**src/rtl/uart_tx_arbiter.sv**
```systemverilog
// uart_tx_arbiter: round-robin arbiter that lets NUM_REQ byte-stream
// requesters share one transmit FIFO. A requester that wins keeps the grant
// until it sends a byte flagged with last, so its message stays contiguous.
// Optional feature: define UART_TX_ARB_TIMEOUT_EN to add a stall counter that
// revokes a grant whose owner stops presenting bytes for TIMEOUT cycles and
// raises the sticky timeout_err flag. Without it, a grant is held forever.
module uart_tx_arbiter #(
    parameter int NUM_REQ = 4,
    parameter int TIMEOUT = 16
) (
    input  logic                 clk,
    input  logic                 rst_n,
    input  logic [NUM_REQ-1:0]   req,
    input  logic [NUM_REQ-1:0]   last,
    input  logic [8*NUM_REQ-1:0] data,
    output logic [NUM_REQ-1:0]   ack,
    input  logic                 fifo_full,
    output logic                 fifo_write,
    output logic [7:0]           fifo_data,
    output logic [2:0]           grant_id,
    output logic                 busy,
    output logic                 timeout_err
);

    // Parameter range guard: an empty block that only exists for illegal
    // configurations, so out-of-range values show up in elaboration reports.
    if (NUM_REQ < 2 || NUM_REQ > 8 || TIMEOUT < 2 || TIMEOUT > 255) begin : g_illegal_params
    end

    typedef enum logic {
        IDLE  = 1'b0,
        GRANT = 1'b1
    } state_t;

    state_t     state;
    state_t     state_nxt;
    logic [2:0] rr_ptr;
    logic [2:0] next_ptr;
    logic [2:0] pick_id;
    logic       pick_valid;
    logic       owner_req;
    logic       owner_last;
    logic [7:0] owner_data;
    logic       xfer;
    logic       timeout_hit;

    // Select the current owner's request, last flag and byte.
    always_comb begin
        owner_req  = 1'b0;
        owner_last = 1'b0;
        owner_data = 8'h00;
        for (int i = 0; i < NUM_REQ; i++) begin
            if (grant_id == 3'(i)) begin
                owner_req  = req[i];
                owner_last = last[i];
                owner_data = data[8*i +: 8];
            end
        end
    end

    // Round-robin pick: the requester with the smallest distance from rr_ptr wins.
    always_comb begin
        int best_d;
        int d;
        best_d     = NUM_REQ;
        d          = 0;
        pick_id    = 3'd0;
        pick_valid = |req;
        for (int i = 0; i < NUM_REQ; i++) begin
            if (req[i]) begin
                d = (i + NUM_REQ - int'(rr_ptr)) % NUM_REQ;
                if (d < best_d) begin
                    best_d  = d;
                    pick_id = 3'(i);
                end
            end
        end
    end

    assign next_ptr = (grant_id == 3'(NUM_REQ - 1)) ? 3'd0 : grant_id + 3'd1;
    assign xfer     = (state == GRANT) && owner_req && !fifo_full;

`ifdef UART_TX_ARB_TIMEOUT_EN
    logic [7:0] stall_cnt;

    // The cycle that would make the stall count reach TIMEOUT ends the grant.
    assign timeout_hit = (state == GRANT) && !owner_req && (stall_cnt == 8'(TIMEOUT - 1));

    // Count owner-idle cycles; backpressure stalls neither count nor clear.
    always_ff @(posedge clk or negedge rst_n) begin
        if (!rst_n) begin
            stall_cnt   <= 8'd0;
            timeout_err <= 1'b0;
        end else begin
            if (state != GRANT || xfer) begin
                stall_cnt <= 8'd0;
            end else if (!owner_req) begin
                stall_cnt <= stall_cnt + 8'd1;
            end
            if (timeout_hit) begin
                timeout_err <= 1'b1;
            end
        end
    end
`else
    assign timeout_hit = 1'b0;
    assign timeout_err = 1'b0;
`endif

    // State register.
    always_ff @(posedge clk or negedge rst_n) begin
        if (!rst_n) begin
            state <= IDLE;
        end else begin
            state <= state_nxt;
        end
    end

    // Latch the winner on arbitration and advance the pointer when a grant ends.
    always_ff @(posedge clk or negedge rst_n) begin
        if (!rst_n) begin
            grant_id <= 3'd0;
            rr_ptr   <= 3'd0;
        end else begin
            if (state == IDLE && pick_valid) begin
                grant_id <= pick_id;
            end
            if (state == GRANT && state_nxt == IDLE) begin
                rr_ptr <= next_ptr;
            end
        end
    end

    // Next-state logic: a grant ends on a last byte or on timeout.
    always_comb begin
        state_nxt = state;
        case (state)
            IDLE: begin
                if (pick_valid) begin
                    state_nxt = GRANT;
                end
            end
            GRANT: begin
                if ((xfer && owner_last) || timeout_hit) begin
                    state_nxt = IDLE;
                end
            end
            default: state_nxt = IDLE;
        endcase
    end

    // Outputs: write strobe and ack follow the transfer condition in the same cycle.
    always_comb begin
        busy       = (state == GRANT);
        fifo_write = xfer;
        fifo_data  = owner_data;
        ack        = '0;
        for (int i = 0; i < NUM_REQ; i++) begin
            if (xfer && grant_id == 3'(i)) begin
                ack[i] = 1'b1;
            end
        end
    end

endmodule

```
**config.mk**
```make
export PLATFORM = sky130hd
export DESIGN_NAME = uart_tx_arbiter
export DESIGN_NICKNAME = d
export VERILOG_FILES = /design/src/rtl/uart_tx_arbiter.sv
export SDC_FILE = /design/constraint.sdc
export NUM_CORES = 1
export LEC_CHECK = 0
export CAP_MARGIN = 0
export CORE_ASPECT_RATIO = 1.75
export CORE_MARGIN = 3
export CORE_UTILIZATION = 40
export DETAILED_ROUTE_END_ITERATION = 10
export PLACE_DENSITY = 0.89
export SLEW_MARGIN = 25
export SYNTH_ARGS = -nofsm -noshare
export SYNTH_HDL_FRONTEND = slang
export SYNTH_SLANG_ARGS = --single-unit
```
**constraint.sdc**
```tcl
create_clock -name clk -period 9.9 [get_ports clk]
set_clock_uncertainty 0.15 [all_clocks]
set_input_delay 1.98 -clock clk [delete_from_list [all_inputs] [get_ports clk]]
set_output_delay 1.98 -clock clk [all_outputs]
set_load 0.1 [all_outputs]
```
==> impl_metrics.yaml <==
clock_tree:
  cts_buffer_depth: 2
  cts_setup_buffers: 0
  cts_tree: "built"
  cts_sinks: 5
  clkLatencyLatePin_ns: 0.22
  h-tree-depth: 1
  cts_buffers: 3
  cts_root_buf: "clkbuf_8"
  cts_hold_buffers: 0
  cts_resized: 0
  path_clk_slew_ns: 0.03
setup_path:
  cp.arrival_ns: 4.68
  critPathRequiredTime_ns: 7.77
  crit_family: "buffers and inverters"
  cp_slowest_cell: "clkdlybuf4s50_1"
  critPathBufInv: 2
  cp_max_fo: 7
  worstSetupPathType: "primary input to output pin"
  slowest_delay_ns: 1.14
  startpoint_type: "primary input"
  endpoint_kind: "output pin"
  path_cells: "clkdlybuf4s50_1, and3b_1, a211oi_1, a211o_1, a21oi_1, and2_1, clkdlybuf4s50_1"
  cpMostUsedCell: "clkdlybuf4s50_1"
sta:
  finalSetupViolations: 0
  setup_tns_ns: 0
  finalMaxSlewViolations: 0
  hold_viol_final: 0
  rsz0062_at_grt: "false"
  worst_hold_slack_ns: 0.396
  fmax_ghz: 0.147
  finalCriticalPeriod_ns: 6.81
  finalCritPeriodShare_pct: 68.8
  timing.final.ws_setup_ns: 3.09
  tightest_slew_ns: 0.992
  slew_headroom_pct: 33.7
detailed_routing:
  postRouteAntennaNets: 0
  drt_pre_antenna_iters: 4
  viasPerCell: 5.38
  dr.first_iter.drc_count: 16
  wl_um: 3020
  drc: 0
  vias: 1172
  wl_per_cell_um: 13.9
floorplanning:
  coreArea_mm2: 0.00233
  start_util_pct: 42.6
  placementRows: 23
  io_pins: 61
  fp.dieArea_mm2: 0.00314
  die_h_um: 71.9
  fp.dieW_um: 43.7
place:
  pre_cts_slack_ns: 3.09
  routabilityCongestion: 0.883
  io_buffers: 58
  post_dp_cell_area_mm2: 0.00159
  dp_hpwl_um: 2640
synth:
  synth.mux.area_fraction_pct: 6.30
  synth_edf_count: 0
  synth_compound_area_share_pct: 32.4
  synthTopCellsByCount: "a21oi_1, ha_1, nand2_1"
  ys_warn_count: 0
  synthTopCellsByArea: "ha_1, dfrtp_1, a21oi_1"
  yosysSeqAreaShare_pct: 12.6
  synth_cells: 132
  syn_area_per_cell_um2: 7.53
  synthFlopType: "dfrtp_1"
  synthXorXnorAreaFrac_pct: 0
  async_flop_share_pct: 100
  synth_top_family_by_area: "compound AO/OA/AOI/OAI gates"
  yosys.area_share.simple_pct: 23.3
  netlist-cell-type-count: 41
  syn_area_um2: 993
  yosysTopAreaCell: "ha_1"
  synth_seq_cells: 5
  synth_adder_area_share_pct: 16.4
  synth_top_area_share_pct: 16.4
finish:
  drive_above_1_share_pct: 6.22
  area_growth_pct: 64.2
  diodes: 0
  final_area_mm2: 0.00163
  nets: 250
grt:
  grt_max_degree: 22
  grt_overflow: 0
  grt_pass1_vias: 1229
  globalRouteTotalUtil_pct: 19.7
  grt_pass1_wl_um: 4930
  antenna_found_initial: 0
hold_path:
  holdCritPathClass: "flip-flop to flip-flop"
job:
  drv_cap: 0
outcome:
  outcome: "complete, no violations"
[cell type report]
cell class | count | area [um2]
fillers | 196 | 699
repair buffers | 58 | 581
multi-input cells | 117 | 816
clock buffers | 4 | 45.0
inverters | 9 | 33.8
well taps | 25 | 31.3
flip-flops and latches | 5 | 125
[worst reg2reg max path, stage by stage (launching register included)]
cell and delay, ns:
dfrtp_1 0.42, inv_1 0.09, ha_1 0.36, nor2b_1 0.17, o21a_1 0.14, o22ai_2 0.09
or2_2 0.29, ha_1 0.27, nor4_1 0.25, a21oi_1 0.11, o22ai_4 0.21, mux2_1 0.35
ha_1 0.29, o21ai_0 0.14, a21oi_1 0.06, a221oi_1 0.36, a21oi_1 0.08, o221ai_1 0.22
[logic make-up after synthesis]
group	after synthesis
AO/OA/AOI/OAI	45
adder cells (fa/ha/maj)	13
buffers and inverters	18
flip-flops	5
multiplexers	5
other	2
AND/OR/NAND/NOR	44
[metal layers]
metal / GRT usage, % / share of wire [%] / up-vias
met5: 0 / 0 / -
met4: 5.70 / 1.7 / 0
met3: 3.97 / 8.5 / 6
met2: 39.8 / 55 / 59
met1: 18.6 / 35 / 526
li1: - / - / 581
[stage by stage]
| step | instances | utilization [%] |
|---|---|---|
| 2_1_floorplan | 140 | - |
| 3_3_place_gp | 214 | 68.1 |
| 3_5_place_dp | 214 | 68.1 |
| 4_1_cts | 218 | 70.0 |
| 5_1_grt | 218 | 70.0 |
| 6_report | 218 | 70.0 |
[sequential cells by signal (all words and copies together), names as in the netlist]
name and count:
rr_ptr 2, grant_id 2, busy 1
[final timing paths]
path                            from     endpoint  slack, ns  depth (start not counted)
max                           req[0]       ack[1]       3.09                          7
min                        rr_ptr[1]    rr_ptr[1]       0.40                          1
max reg2reg                rr_ptr[0]  grant_id[0]       5.74                         17
min reg2reg                rr_ptr[1]    rr_ptr[1]       0.40                          1
max in group asynchronous      rst_n  grant_id[1]       7.58                          1
min in group asynchronous      rst_n  grant_id[0]       1.83                          1
[layout by cell type, fill, tap and decap left out, types with 2 or more instances in the layout]
master           synthesis  final
clkdlybuf4s50_1          0     58
nand2_1                 13     13
a21oi_1                 13     13
ha_1                    13     13
o21ai_0                 10     10
nor2_1                  10     10
conb_1                   2     10
inv_1                    9      9
a22oi_1                  7      7
dfrtp_1                  5      5
nand2b_1                 4      4
and2_1                   4      4
clkbuf_8                 0      3
o21a_1                   2      2
or3b_1                   2      2
nand3b_1                 2      2
a211o_1                  2      2
a221oi_1                 2      2
mux2_4                   2      2
Power is left out: the tool's default activity adds up to more than one toggle a clock period on the data nets, which glitch-free logic cannot reach.
